### config.mk
export PLATFORM = sky130hd
export DESIGN_NAME = dec_onehot_strobe
export DESIGN_NICKNAME = d
export VERILOG_FILES = /design/src/rtl/dec_pkg.sv /design/src/rtl/dec_timer.sv /design/src/rtl/dec_onehot_strobe.sv
export SDC_FILE = /design/constraint.sdc
export NUM_CORES = 1
export LEC_CHECK = 0
export CORE_MARGIN = 2
export CORE_UTILIZATION = 45
export DETAILED_ROUTE_END_ITERATION = 10
export PLACE_DENSITY = 0.74
export SYNTH_ARGS = -nofsm -noshare
export SYNTH_HDL_FRONTEND = slang
export SYNTH_SLANG_ARGS = --single-unit
### constraint.sdc
create_clock -name clk -period 1.7 [get_ports clk]
set_clock_uncertainty 0.05 [all_clocks]
set_input_delay 0.34 -clock clk [delete_from_list [all_inputs] [get_ports clk]]
set_output_delay 0.34 -clock clk [all_outputs]
set_load 0.005 [all_outputs]
### src/rtl/dec_pkg.sv
// Shared types and helpers for the one-hot strobe decoder: FSM state encoding,
// binary-to-one-hot conversion and timer width sizing.
package dec_pkg;

  typedef enum logic [1:0] {
    ST_IDLE  = 2'd0,
    ST_DRIVE = 2'd1,
    ST_GAP   = 2'd2
  } state_t;

  localparam int MAX_IN_W  = 8;
  localparam int MAX_OUT_W = 1 << MAX_IN_W;

  // Callers truncate the result to their own output width.
  function automatic logic [MAX_OUT_W-1:0] onehot(input logic [MAX_IN_W-1:0] code);
    logic [MAX_OUT_W-1:0] v;
    v       = '0;
    v[code] = 1'b1;
    return v;
  endfunction

  function automatic int cnt_w(input int hold, input int gap);
    int m;
    m = (hold > gap) ? hold : gap;
    return $clog2(m + 1);
  endfunction

endpackage

### src/rtl/dec_timer.sv
// Loadable down-counter with a zero flag; times both the HOLD and GAP phases.
module dec_timer #(
  parameter int CNT_W = 3
) (
  input  logic             clk,
  input  logic             rst,
  input  logic             load,
  input  logic [CNT_W-1:0] load_val,
  input  logic             dec,
  output logic             zero
);

  logic [CNT_W-1:0] cnt;

  always_ff @(posedge clk or posedge rst) begin
    if (rst) begin
      cnt <= '0;
    end else if (load) begin
      cnt <= load_val;
    end else if (dec && (cnt != '0)) begin
      cnt <= cnt - CNT_W'(1);
    end
  end

  assign zero = (cnt == '0);

endmodule

### src/rtl/dec_onehot_strobe.sv
// Binary code in (valid/ready), timed one-hot strobe out: HOLD cycles driven, GAP cycles idle.
// Optional even-parity check on the code is enabled by defining DEC_PARITY_CHK_EN.
module dec_onehot_strobe
  import dec_pkg::*;
#(
  parameter int IN_W = 3,
  parameter int HOLD = 4,
  parameter int GAP  = 2
) (
  input  logic                 clk,
  input  logic                 rst,
  input  logic                 in_valid,
  output logic                 in_ready,
  input  logic [IN_W-1:0]      in_code,
`ifdef DEC_PARITY_CHK_EN
  input  logic                 in_par,
`endif
  output logic [(1<<IN_W)-1:0] out,
  output logic                 out_active,
  output logic                 done,
  output logic                 err
);

  localparam int OUT_W   = 1 << IN_W;
  localparam int CW      = cnt_w(HOLD, GAP);
  localparam int HOLD_LD = (HOLD > 0) ? HOLD - 1 : 0;
  localparam int GAP_LD  = (GAP > 0) ? GAP - 1 : 0;

  if (HOLD < 1) begin : g_hold_chk
    $error("dec_onehot_strobe: HOLD must be >= 1");
  end
  if (IN_W < 1 || IN_W > MAX_IN_W) begin : g_inw_chk
    $error("dec_onehot_strobe: IN_W out of range");
  end

  state_t           state, state_nxt;
  logic             xfer, par_ok;
  logic             tmr_load, tmr_dec, tmr_zero;
  logic [CW-1:0]    tmr_val;
  logic [OUT_W-1:0] out_nxt;
  logic             done_nxt;

  assign xfer = in_valid && in_ready;

`ifdef DEC_PARITY_CHK_EN
  assign par_ok = ~^{in_par, in_code};
`else
  assign par_ok = 1'b1;
`endif

  dec_timer #(
    .CNT_W (CW)
  ) u_timer (
    .clk      (clk),
    .rst      (rst),
    .load     (tmr_load),
    .load_val (tmr_val),
    .dec      (tmr_dec),
    .zero     (tmr_zero)
  );

  always_ff @(posedge clk or posedge rst) begin
    if (rst) begin
      state <= ST_IDLE;
    end else begin
      state <= state_nxt;
    end
  end

  always_comb begin
    state_nxt = state;
    tmr_load  = 1'b0;
    tmr_val   = '0;
    tmr_dec   = 1'b0;
    case (state)
      ST_IDLE: begin
        if (xfer && par_ok) begin
          state_nxt = ST_DRIVE;
          tmr_load  = 1'b1;
          tmr_val   = CW'(HOLD_LD);
        end
      end
      ST_DRIVE: begin
        if (tmr_zero) begin
          if (GAP > 0) begin
            state_nxt = ST_GAP;
            tmr_load  = 1'b1;
            tmr_val   = CW'(GAP_LD);
          end else begin
            state_nxt = ST_IDLE;
          end
        end else begin
          tmr_dec = 1'b1;
        end
      end
      ST_GAP: begin
        if (tmr_zero) begin
          state_nxt = ST_IDLE;
        end else begin
          tmr_dec = 1'b1;
        end
      end
      default: state_nxt = ST_IDLE;
    endcase
  end

  // out_nxt is only ever zero or a single decoded bit, so out stays one-hot across transitions.
  always_comb begin
    in_ready   = (state == ST_IDLE);
    out_active = (state == ST_DRIVE);
    out_nxt    = '0;
    done_nxt   = 1'b0;
    case (state)
      ST_IDLE: begin
        if (xfer && par_ok) begin
          out_nxt = OUT_W'(onehot(MAX_IN_W'(in_code)));
        end
      end
      ST_DRIVE: begin
        if (!tmr_zero) begin
          out_nxt = out;
        end else if (GAP == 0) begin
          done_nxt = 1'b1;
        end
      end
      ST_GAP: begin
        done_nxt = tmr_zero;
      end
      default: ;
    endcase
  end

  always_ff @(posedge clk or posedge rst) begin
    if (rst) begin
      out  <= '0;
      done <= 1'b0;
    end else begin
      out  <= out_nxt;
      done <= done_nxt;
    end
  end

`ifdef DEC_PARITY_CHK_EN
  always_ff @(posedge clk or posedge rst) begin
    if (rst) begin
      err <= 1'b0;
    end else begin
      err <= xfer && !par_ok;
    end
  end
`else
  assign err = 1'b0;
`endif

endmodule

==> Word level (Yosys, flattened, before mapping) <==
Index checks and enable logic that the tools add are counted.
{ "classes": {"addsub": 1, "eq_ne": 5, "reduce_logical": 9, "n_mux": 20, "n_lt_le_gt_ge": 2} }
{ "ops": {"columns": ["operator", "count"], "rows": [
  ["$mux W8", 2],
  ["$pmux W8 S2", 1],
  ["$lt A3 B9 Y1 const B", 1],
  ["$mux W2", 4],
  ["$mux W1", 7],
  ["$mux W3", 2],
  ["$pmux W2 S3", 1],
  ["$ne A2 B1 Y1 const B", 2],
  ["$pmux W2 S2", 1],
  ["$demux W1 S3", 1],
  ["$ge A3 B1 Y1 const B", 1],
  ["$logic_and A1 B1 Y1", 3],
  ["$logic_not A3 Y1", 1],
  ["$reduce_and A3 Y1", 1],
  ["$reduce_bool A3 Y1", 1],
  ["$sub A3 B1 Y3 const B", 1],
  ["$eq A2 B1 Y1 const B", 1],
  ["$eq A2 B2 Y1 const B", 1],
  ["$logic_not A2 Y1", 1],
  ["$ne A2 B2 Y1 const B", 1],
  ["$pmux W1 S2", 1],
  ["$reduce_bool A2 Y1", 1],
  ["$reduce_or A2 Y1", 1]
]} }
{ "word_totals": {"word_cells": 41, "inputBits": 6, "ff_bits": 14} }

==> Longest topological paths before layout <==
{ "logic_depth": {"word_depth": 6, "ltp_mapped": 8} }

==> Modules after synthesis <==
From an unflattened synthesis, not the netlist that was laid out.
{ "hier_totals": {"cells_unflattened": 76, "area_unflattened_um2": 808.3} }
{ "modules_own_cells": {"columns": ["module", "seq_area_each_um2", "cells_each", "area_per_inst_um2", "n_inst"], "rows": [
  ["dec_onehot_strobe", 275.3, 56, 596.8, 1],
  ["dec_timer", 75.1, 20, 211.5, 1]
]} }

==> Least setup slack after synthesis <==
No wires, ideal clock.
{ "synth_path": {"kind": "register to register", "start": "reg u_timer.cnt[0]", "end": "reg state[0]", "stages_incl_launch_ff": 7, "setup_ns": 0.125, "required_ns": 1.525, "path_slack_ns": 0.165, "n_path_buf": 1, "arrival_time_ns": 1.361, "synth_period_minus_slack_ns": 1.535, "cell_sequence": "dfrtp_1 -> inv_1 -> ha_1 -> ha_1 -> buf_4 -> o21ai_0 -> mux2_2"} }
{ "synth_via": {"elab_chain_len": 3} }
{ "synth_lines": {"columns": ["item", "line_no", "source"], "rows": [
  ["from (decl)", "dec_timer.sv:13", "logic [CNT_W-1:0] cnt;"],
  ["from (signal assigned)", "dec_timer.sv:19", "cnt <= load_val;"],
  ["from (signal assigned)", "dec_timer.sv:21", "cnt <= cnt - CNT_W'(1);"],
  ["$logic_not A3 Y1 *", "dec_timer.sv:25", "assign zero = (cnt == '0);"],
  ["$ne A2 B2 Y1 (no line) or $ne A2 B1 Y1 (tied branches)", null, null],
  ["$reduce_and A3 Y1 (no line) *", null, null],
  ["to (signal assigned)", "dec_onehot_strobe.sv:66", "state <= state_nxt;"],
  ["to (decl)", "dec_onehot_strobe.sv:36", "state_t state, state_nxt;"]
]} }
Mark *: on every way between the ends. The rest lies on a longest branch, timed or not.
A chain may end at the register's enable or synchronous reset.

==> Worst setup path in the final report <==
{ "layout_path": {"start": "reg state[0]", "end": "out in_ready"} }
{ "layout_via": {"elab_chain_len": 1} }
{ "layout_lines": {"columns": ["item", "line_no", "source"], "rows": [
  ["$logic_not A2 Y1", "dec_onehot_strobe.sv:109", "in_ready = (state == ST_IDLE);"],
  ["to (decl)", "dec_onehot_strobe.sv:13", "output logic in_ready,"]
]} }
Every way passes these cells.

==> summary.txt <==
Final layout
  – Number of standard cells in the layout, taps in and fillers out: roughly 110
  – Fill cell total of the finished layout: 127
  – Count of nets after finishing: 110
  – Share of cells above drive strength 1: 0.206
  – Layout-stage area growth over the synthesis result: 38.0%
  – Antenna cells: 0
  – Multi-input logic area: 329 um^2
  – Register area: 352 um^2

Detailed routing
  – Wire length per cell: 12.6 um
  – Per-cell via count in the routed design: 5.19
  – Number of DRC violations after detailed routing: 0
  – Initial detailed-routing violation count: 12
  – Routed via count: around 590
  – Routed WL: 1430 um
  – Routed Antenna Nets: 0
  – Count of TritonRoute iterations in the first routing pass: 3

STA
  – Slew at the pin closest to its max-slew limit: 544 ps
  – Final Cycle Share: 0.942
  – Final critical-path required period: 1600 ps
  – Final number of setup-violating endpoints: 0
  – Final Max Tran Viols: 0
  – FMAX: 0.625 GHz
  – Number of hold-slack violations in the final timing report: 0
  – Final setup TNS: 0 ps
  – RSZ-0062 raised after global routing: false
  – Remaining max-slew budget at the tightest pin: 0.637

Global routing
  – Grt ovf: 0
  – First-pass GRT wire length: 2540 um
  – Number of global-route vias before repair: 538
  – Overall fraction of global-route tracks in use: 0.183
  – Maximum number of pins on one net before global-route repair: 15
  – Antenna violations before repair: 0

Placed design
  – Routability congestion estimate: roughly 0.66
  – Count of buffers inserted at the top-level ports: 16
  – Placed Cells: 107
  – Placed wire-length estimate: 1040 um

Yosys
  – Summed instance area of the synthesized netlist: 708 um^2
  – Post-synthesis cell type count: 25
  – Synth Net Count: 85
  – Top cell type's share of synthesized area: 0.495
  – Async set-reset flop share out of synthesis: 1.00
  – Top cells by area in the synthesized netlist: dfrtp_1 49%, ha_1 11%, nand2_1 6.4%
  – Number of enable flip-flop cells after synthesis: 0
  – Cell type with the largest total area after synthesis: dfrtp_1
  – Synthesized netlist cell count: 73
  – Flip-flop cell with the highest count after synthesis: dfrtp_1
  – Portion of the post-synthesis area used by sequential elements: 0.495
  – Number of storage elements in the synthesis netlist: 14
  – Post-Syn Area per Cell: 9.70 um^2
  – Ys Warns: 0

Clock tree
  – CTS hold repair buffers: 0
  – CTS tree: built
  – Sinks on the clock net: 14
  – H-Tree Depth: 1
  – Clock transition time at the flip-flop clock pins of the worst setup and hold paths: 90 ps
  – Clock tree root buffer cell: clkbuf_4
  – Total clock buffers created by CTS: 3
  – Buffer depth of the longest clock path: 2
  – Clock latency reported for the late side of the worst-skew pair: around 270 ps

Worst setup path
  – Setup Crit Path Kind: register to output pin
  – Crit path capture type: output pin
  – Critical Path Start Type: register
  – CP startpoint: state[0]
  – Required arrival time at the worst endpoint: 1310 ps
  – Arrival time worst endpoint: 1210 ps
  – R2R Path Start: state[0]
  – Max FO, Critical Path: 3

Hold path
  – HP Class: primary input to async pin

Floorplan
  – # IOs: 18
  – Area enclosed by the die boundary: about 1900 um^2
  – Initial standard-cell utilization of the core: 0.476
  – Die boundary width: 43.7 um
  – Site Rows: 14
  – Core area: 1490 um^2
  – Die H: 43.7 um

Pwr
  – Static leakage: approximately 0.45 nW
  – Total power divided by cell area: 1610 nW/um^2
  – Maximum VDD drop: 0.861 mV

Job
  – Reported max-cap violation count: 0

Status
  – Run status: finished clean
[flip-flops by register name, summed over array words and instances (netlist names)]
| name | flops |
|---|---|
| out | 8 |
| state | 2 |
| u_timer.cnt | 3 |
| done | 1 |
[critical path, cell delays in order, from the launching register on]
cell and delay (ps):
dfrtp_2 450, inv_2 70, ha_2 180, dlygate4sd2_1 230
[path summary, 6_finish.rpt]
path / endpoint / slack [ps] / depth (start not counted)
worst min-delay path: out[4] / 350 / 2
worst max register to register: state[0] / 130 / 6
min in group clk: out[3] / 430 / 2
worst max-delay path: in_ready / 100 / 3
worst min register to register: out[3] / 430 / 2
max in group asynchronous: state[0] / 860 / 2
[stage by stage]
step / total power, mW / instance area [um^2] / util / worst slack (ps) / hold WS (ps)
global route: 1.72 / 977 / 0.656 / 22.4 / 397
detailed placement: 1.25 / 906 / 0.608 / 79.4 / 422
floorplan: 0.945 / 708 / - / 165 / 179
CTS: 1.58 / 981 / 0.659 / 36.7 / 355
finish: 1.57 / 977 / 0.656 / 99.3 / 348
global placement: 1.22 / 906 / 0.608 / 99.6 / 414
[cell usage after synthesis, types with 2 or more instances]
cell type	number
dfrtp_1	14
buf_4	2
a21oi_1	3
o21ai_1	6
o21ai_0	2
inv_1	8
ha_1	6
o31ai_1	2
or3b_1	2
nand2_1	12
nand3_1	2
[layout by cell type (no fill, tap or decap), drive strengths merged, types with 2 or more instances in the layout]
cell / instances
nand2: 12
clkdlybuf4s50: 14
or3b: 2
clkbuf: 4
inv: 8
nand3: 2
o21ai: 8
dlygate4sd2: 2
a21oi: 3
dfrtp: 14
o31ai: 2
nor2b: 2
buf: 7
ha: 6
[where the power goes]
group / internal [mW] / switching, mW / total [mW]
Combinational: 0.442 / 0.420 / 0.861
Clock: 0.130 / 0.109 / 0.240
Sequential: 0.416 / 0.0551 / 0.471
Total: 0.988 / 0.584 / 1.57
[final cells by class]
| type | count | share of cell area |
|---|---|---|
| clock buffer | 4 | 0.0371 |
| sequential | 14 | 0.360 |
| timing repair buffer | 23 | 0.215 |
| inverter | 8 | 0.0307 |
| multi-input combinational | 48 | 0.337 |
| tap | 16 | 0.0205 |
[layer usage]
layer,global-route usage,part of all wire,up-vias
li1,-,-,292
met3,0.0458,0.072,2
met4,0.0909,0.0070,0
met1,0.251,0.44,272
met5,0,0,-
met2,0.268,0.48,20
[timing repair]
| item | in CTS | in global routing |
|---|---|---|
| pin swaps | 0 | 0 |
| resized for setup | 8 | 3 |
| setup buffers | 3 | 0 |
| endpoints found under the setup margin | 2 | 6 |
[cells by family (layout without fill, tap and decap cells)]
kind of cell,count (synthesis),after routing,synth area share
mux,2,2,0.0300
compound gates,15,15,0.120
other cells,1,1,0.00530
simple gates,24,24,0.173
fa+ha+maj,6,6,0.106
buf+inv,11,35,0.0707
flops,14,14,0.495
No activity file was read; power rests on OpenSTA's default activity.
